==> src/rtl/crp_mem_if.sv <==
// crp_mem_if: CRP core memory request bus between the CPU and the memory responder
interface crp_mem_if;
    logic [14:0] memReqBus;
    logic        memWriteReq;
    logic [7:0]  memReadBus;
    modport master (output memReqBus, output memWriteReq, input memReadBus);
    modport slave (input memReqBus, input memWriteReq, output memReadBus);
endinterface

==> src/rtl/crp_mem_responder.sv <==
// crp_mem_responder: byte RAM plus one I/O byte serving the CRP memory bus, 1-cycle read latency
module crp_mem_responder #(
    parameter int          DEPTH   = 256,
    parameter logic [14:0] IO_ADDR = 15'h7FFF
) (
    input  logic       clk,
    input  logic       reset,
    crp_mem_if.slave   bus,
    input  logic [7:0] io_in,
    output logic [7:0] io_out
);
    localparam int AW = $clog2(DEPTH);
    typedef enum logic {ADDR, WDATA} state_t;
    state_t      state, state_nx;
    logic [14:0] wr_addr;
    logic [7:0]  ram [DEPTH];
    logic [7:0]  rd_data;
    logic        rd_en, latch_addr, ram_we, io_we;
    always_comb begin
        state_nx   = (state == ADDR && bus.memWriteReq) ? WDATA : ADDR;
        rd_en      = state == ADDR && !bus.memWriteReq;
        latch_addr = state == ADDR && bus.memWriteReq;
        ram_we     = state == WDATA && wr_addr < 15'(DEPTH) && !reset;
        io_we      = state == WDATA && wr_addr == IO_ADDR;
        rd_data    = bus.memReqBus < 15'(DEPTH) ? ram[bus.memReqBus[AW-1:0]] :
                     bus.memReqBus == IO_ADDR   ? io_in : 8'hFF;
    end
    always_ff @(posedge clk) begin
        if (reset) begin
            state          <= ADDR;
            bus.memReadBus <= 8'h00;
            io_out         <= 8'h00;
            wr_addr        <= '0;
        end else begin
            state <= state_nx;
            if (rd_en) bus.memReadBus <= rd_data;
            if (latch_addr) wr_addr <= bus.memReqBus;
            if (io_we) io_out <= bus.memReqBus[7:0];
        end
    end
    // RAM is deliberately outside the reset domain; reset only gates the write strobe
    always_ff @(posedge clk) begin
        if (ram_we) ram[wr_addr[AW-1:0]] <= bus.memReqBus[7:0];
    end
endmodule

==> src/flat_wrapper.sv <==
// flat-port wrapper written by rule: the top's interface ports become plain ports
module crp_mem_responder_flat 
#(
    parameter int          DEPTH   = 256,
    parameter logic [14:0] IO_ADDR = 15'h7FFF
)
  (clk, reset, io_in, io_out, bus_memReqBus, bus_memWriteReq, bus_memReadBus);
  crp_mem_if bus_i ();
  input  logic clk;
  input  logic reset;
  input  logic [7:0] io_in;
  output logic [7:0] io_out;
  input wire logic [$bits(bus_i.memReqBus)-1:0] bus_memReqBus;
  input wire logic [$bits(bus_i.memWriteReq)-1:0] bus_memWriteReq;
  output wire logic [$bits(bus_i.memReadBus)-1:0] bus_memReadBus;
  assign bus_i.memReqBus = bus_memReqBus;
  assign bus_i.memWriteReq = bus_memWriteReq;
  assign bus_memReadBus = bus_i.memReadBus;
  crp_mem_responder #(.DEPTH(DEPTH), .IO_ADDR(IO_ADDR)) u_core (.clk(clk), .reset(reset), .bus(bus_i), .io_in(io_in), .io_out(io_out));
endmodule
==> config.mk <==
export PLATFORM = sky130hd
export DESIGN_NAME = crp_mem_responder_flat
export DESIGN_NICKNAME = d
export VERILOG_FILES = /design/src/rtl/crp_mem_if.sv /design/src/rtl/crp_mem_responder.sv /design/src/flat_wrapper.sv
export SDC_FILE = /design/constraint.sdc
export NUM_CORES = 2
export LEC_CHECK = 0
export ABC_AREA = 1
export BUFFER_PORTS_ARGS = -buffer_cell sky130_fd_sc_hd__buf_4
export CAP_MARGIN = 20
export CORE_MARGIN = 2
export CORE_UTILIZATION = 40
export DETAILED_ROUTE_END_ITERATION = 16
export SKIP_CTS_REPAIR_TIMING = 1
export SYNTH_ARGS = -nofsm -noshare
export SYNTH_HDL_FRONTEND = slang
export SYNTH_SLANG_ARGS = --single-unit
==> constraint.sdc <==
create_clock -name clk -period 2.2 [get_ports clk]
set_clock_uncertainty 0.05 [all_clocks]
set_input_delay 0.11 -clock clk [delete_from_list [all_inputs] [get_ports clk]]
set_output_delay 0.11 -clock clk [all_outputs]
set_load 0.1 [all_outputs]
==> impl_results.md <==
* Core footprint at between 200000 and 250000 um^2
* Via/cell ratio at about 5.5
* Port bufs at 41
* Top cells by area, synth: edfxtp_1, nand3_1, nand2_1
* Syn_area_per_cell at 11.87 um^2
* Final hold vios at 0
* Largest net degree at the start of global routing at 110
* Row count at roughly 170
* Clock sink total at 2080
* Drt total wl at about 250000 um
* Critical path capture point type: flop
* Die area at ~210000 um^2
* Syn-to-layout area delta at 21.37%
* Final WS setup at -0.07600 ns
* Switching Fraction at 0.2300
* Vias at a little under 60000
* CTS tree: built
* M2 GR Usage at 0.3497
* Worst path required time at between 2 and 3 ns
* Internal power at roughly 65000 uW
* Leak Pwr at 0.03669 uW
* Tmin final at 2.276 ns
* Hold WS at 0.02326 ns
* Critical path data arrival time at about 3.0 ns
* Final-report setup violation count at between 200 and 300
* Boundary Pins at 42
* Slew @ Worst Pin at ~0.91 ns
* Register bit total from synthesis at approximately 2100
* 1st-pass router iterations at 6
* Vias in the first global route at 55705
* F_max at about 0.44 GHz
* Netlist cell types at 24
* Netlist Area Pre-Place at roughly 84000 um^2
* Setup TNS Final at -6.086 ns
* Initial DRC Count at around 7300
* Share of cells above drive strength 1 at 0.1580
* Failing checks: negative setup slack
* Max VDD drop at 817.7 uV
* Pre-CTS setup slack at -0.5020 ns
* Initial Util at 0.4026
* Drc violations at 0
* WS Path Type: in2reg
* Clk buf depth at 3
* Sequential element share of the synthesized area at 0.7364
* Clock-pin slew on the worst setup and hold paths at about 0.06 ns
* Nets@finish at 7833
* Commonest non-fill, non-tap cell in the layout: edfxtp_1
* Worst rel slew slack at 0.3967
* Synth top area share at 0.7288
* Sequential power share at 0.514
* Hold WC Path Type: in2reg
* Clock Tree Root: clkbuf_16
* GRT busiest layer: met2
* H-tree Lvls at 4
* Largest area contributor in the synthesized netlist: edfxtp_1
* GRT overflow at 0
* Gate power share at 0.073
* Dpl hpwl at 154300 um
* WL per Instance at approximately 23 um
* Clk Latency, worst-skew pair at roughly 0.87 ns
* Synth warnings at 0
* Tot Pwr at around 85000 uW
* Mapped Cells at 7106
* Cell Pwr Density at 827.0 nW/um^2
* Gr usage total at 0.2223
* Final Max Slew Viols at 0
* Global-route wire length before repair at between 300000 and 400000 um
* Largest fanout on the critical path at 57
* M3 GR Usage at 0.03907
* Status: finished, violations left
* Max-Cap Viols at 0
* Unrepaired setup endpoints after global routing: yes
* M1 GR Usage at 0.3108
* Net Count, Synth at a little over 7000
* Routed Antenna Nets at 0
* CTS buffer count at between 200 and 250
* Most frequent cells in the layout: edfxtp_1, nand2_1, nand3_1
* Core Util, Final at 0.4887
* Die width at ~460 um
* Crit start category: input pin
* Clock share of power at 0.412
* Chip height at about 460 um
* Initial antenna violation count at 10
* Final worst path period share at 1.035
* Net switching power at roughly 19000 uW
* GPL Wtd Cong at 0.8869
==> layer usage <==
| metal | share of wire | routed length (um) |
|---|---|---|
| met5 | 0.000036 | 9 |
| met4 | 0.033 | 8336 |
| met3 | 0.085 | 21310 |
| met2 | 0.46 | 116300 |
| met1 | 0.42 | 104800 |
==> worst paths after layout <==
check	start	cells after the start	slack, ns	end
worst max-delay path	bus_memReqBus[2]	14	-0.08	u_core.bus.memReadBus[7]
worst min-delay path	bus_memReqBus[1]	3	0.02	u_core.ram[249][1]
worst max register to register	u_core.wr_addr[12]	11	-0.06	u_core.ram[160][1]
worst min register to register	u_core.io_out[4]	2	0.44	u_core.io_out[4]
==> power groups by stage <==
stage	Clock (uW)	Combinational, uW	Sequential (uW)
after floorplan	0	2690	44500
after global placement	0	5850	44400
after detailed placement	0	5900	44400
after CTS	35300	5920	43600
after global routing	36800	6620	43500
final	34900	6210	43600
==> per-stage QoR <==
| step | instance area, um^2 | std cells |
|---|---|---|
| after detailed placement | 93940 | 10290 |
| final | 102400 | 10782 |
| after CTS | 100600 | 10668 |
| after global placement | 93940 | 10290 |
| after floorplan | 84380 | 7106 |
| after global routing | 102400 | 10781 |
==> sequential cells by signal, summed over array words and instances (netlist names) <==
name,cells
u_core.bus.memReadBus,8
u_core.wr_addr,15
u_core.io_out,8
u_core.ram,2048
u_core.state,1
==> synthesized netlist by cell type <==
master and instances:
nand2_1 2049, edfxtp_1 2048, nand3_1 1890, nor2_1 409, buf_2 278, clkbuf_1 99
a21oi_1 51, buf_1 40, buf_4 39, o21ai_0 35, dfxtp_1 32, inv_1 31
buf_6 28, o21ai_1 28, a211oi_1 20, o211ai_1 10, nor3_1 6, nand4_1 4
clkinv_1 3, inv_4 2, buf_8 1, inv_2 1, nor4_1 1, nor4_4 1
==> worst max-delay path, stage by stage <==
cell and delay, ns:
buf_8 0.20, buf_4 0.16, dlygate4sd3_1 0.76, buf_12 0.31
nand3_1 0.15, nand3_1 0.16, nand3_1 0.22, nand3_1 0.18
nand3_1 0.19, nand2_1 0.11, nand2_1 0.06, nand3_1 0.10
nand2_1 0.05, a21oi_1 0.13
==> cell families (layout without fill, tap and decap cells) <==
family	after synthesis	count (layout)	share of synthesized area
other	0	3	0
DFF	2080	2080	0.7364
and+or+nand+nor	4360	4360	0.2224
buffers and inverters	522	1390	0.03176
AOI/OAI and AO/OA	144	144	0.009430
==> final cells by class <==
cell class | instances | area (um^2)
clock buffer | 263 | 5518
sequential | 2080 | 62140
inverter | 37 | 183.9
fill | 18199 | 107200
antenna | 3 | 7.507
clock inverter | 115 | 1131
tap | 2805 | 3510
multi-input combinational | 4504 | 19970
timing repair buffer | 975 | 9957
Power figures use the tool's default switching activity.
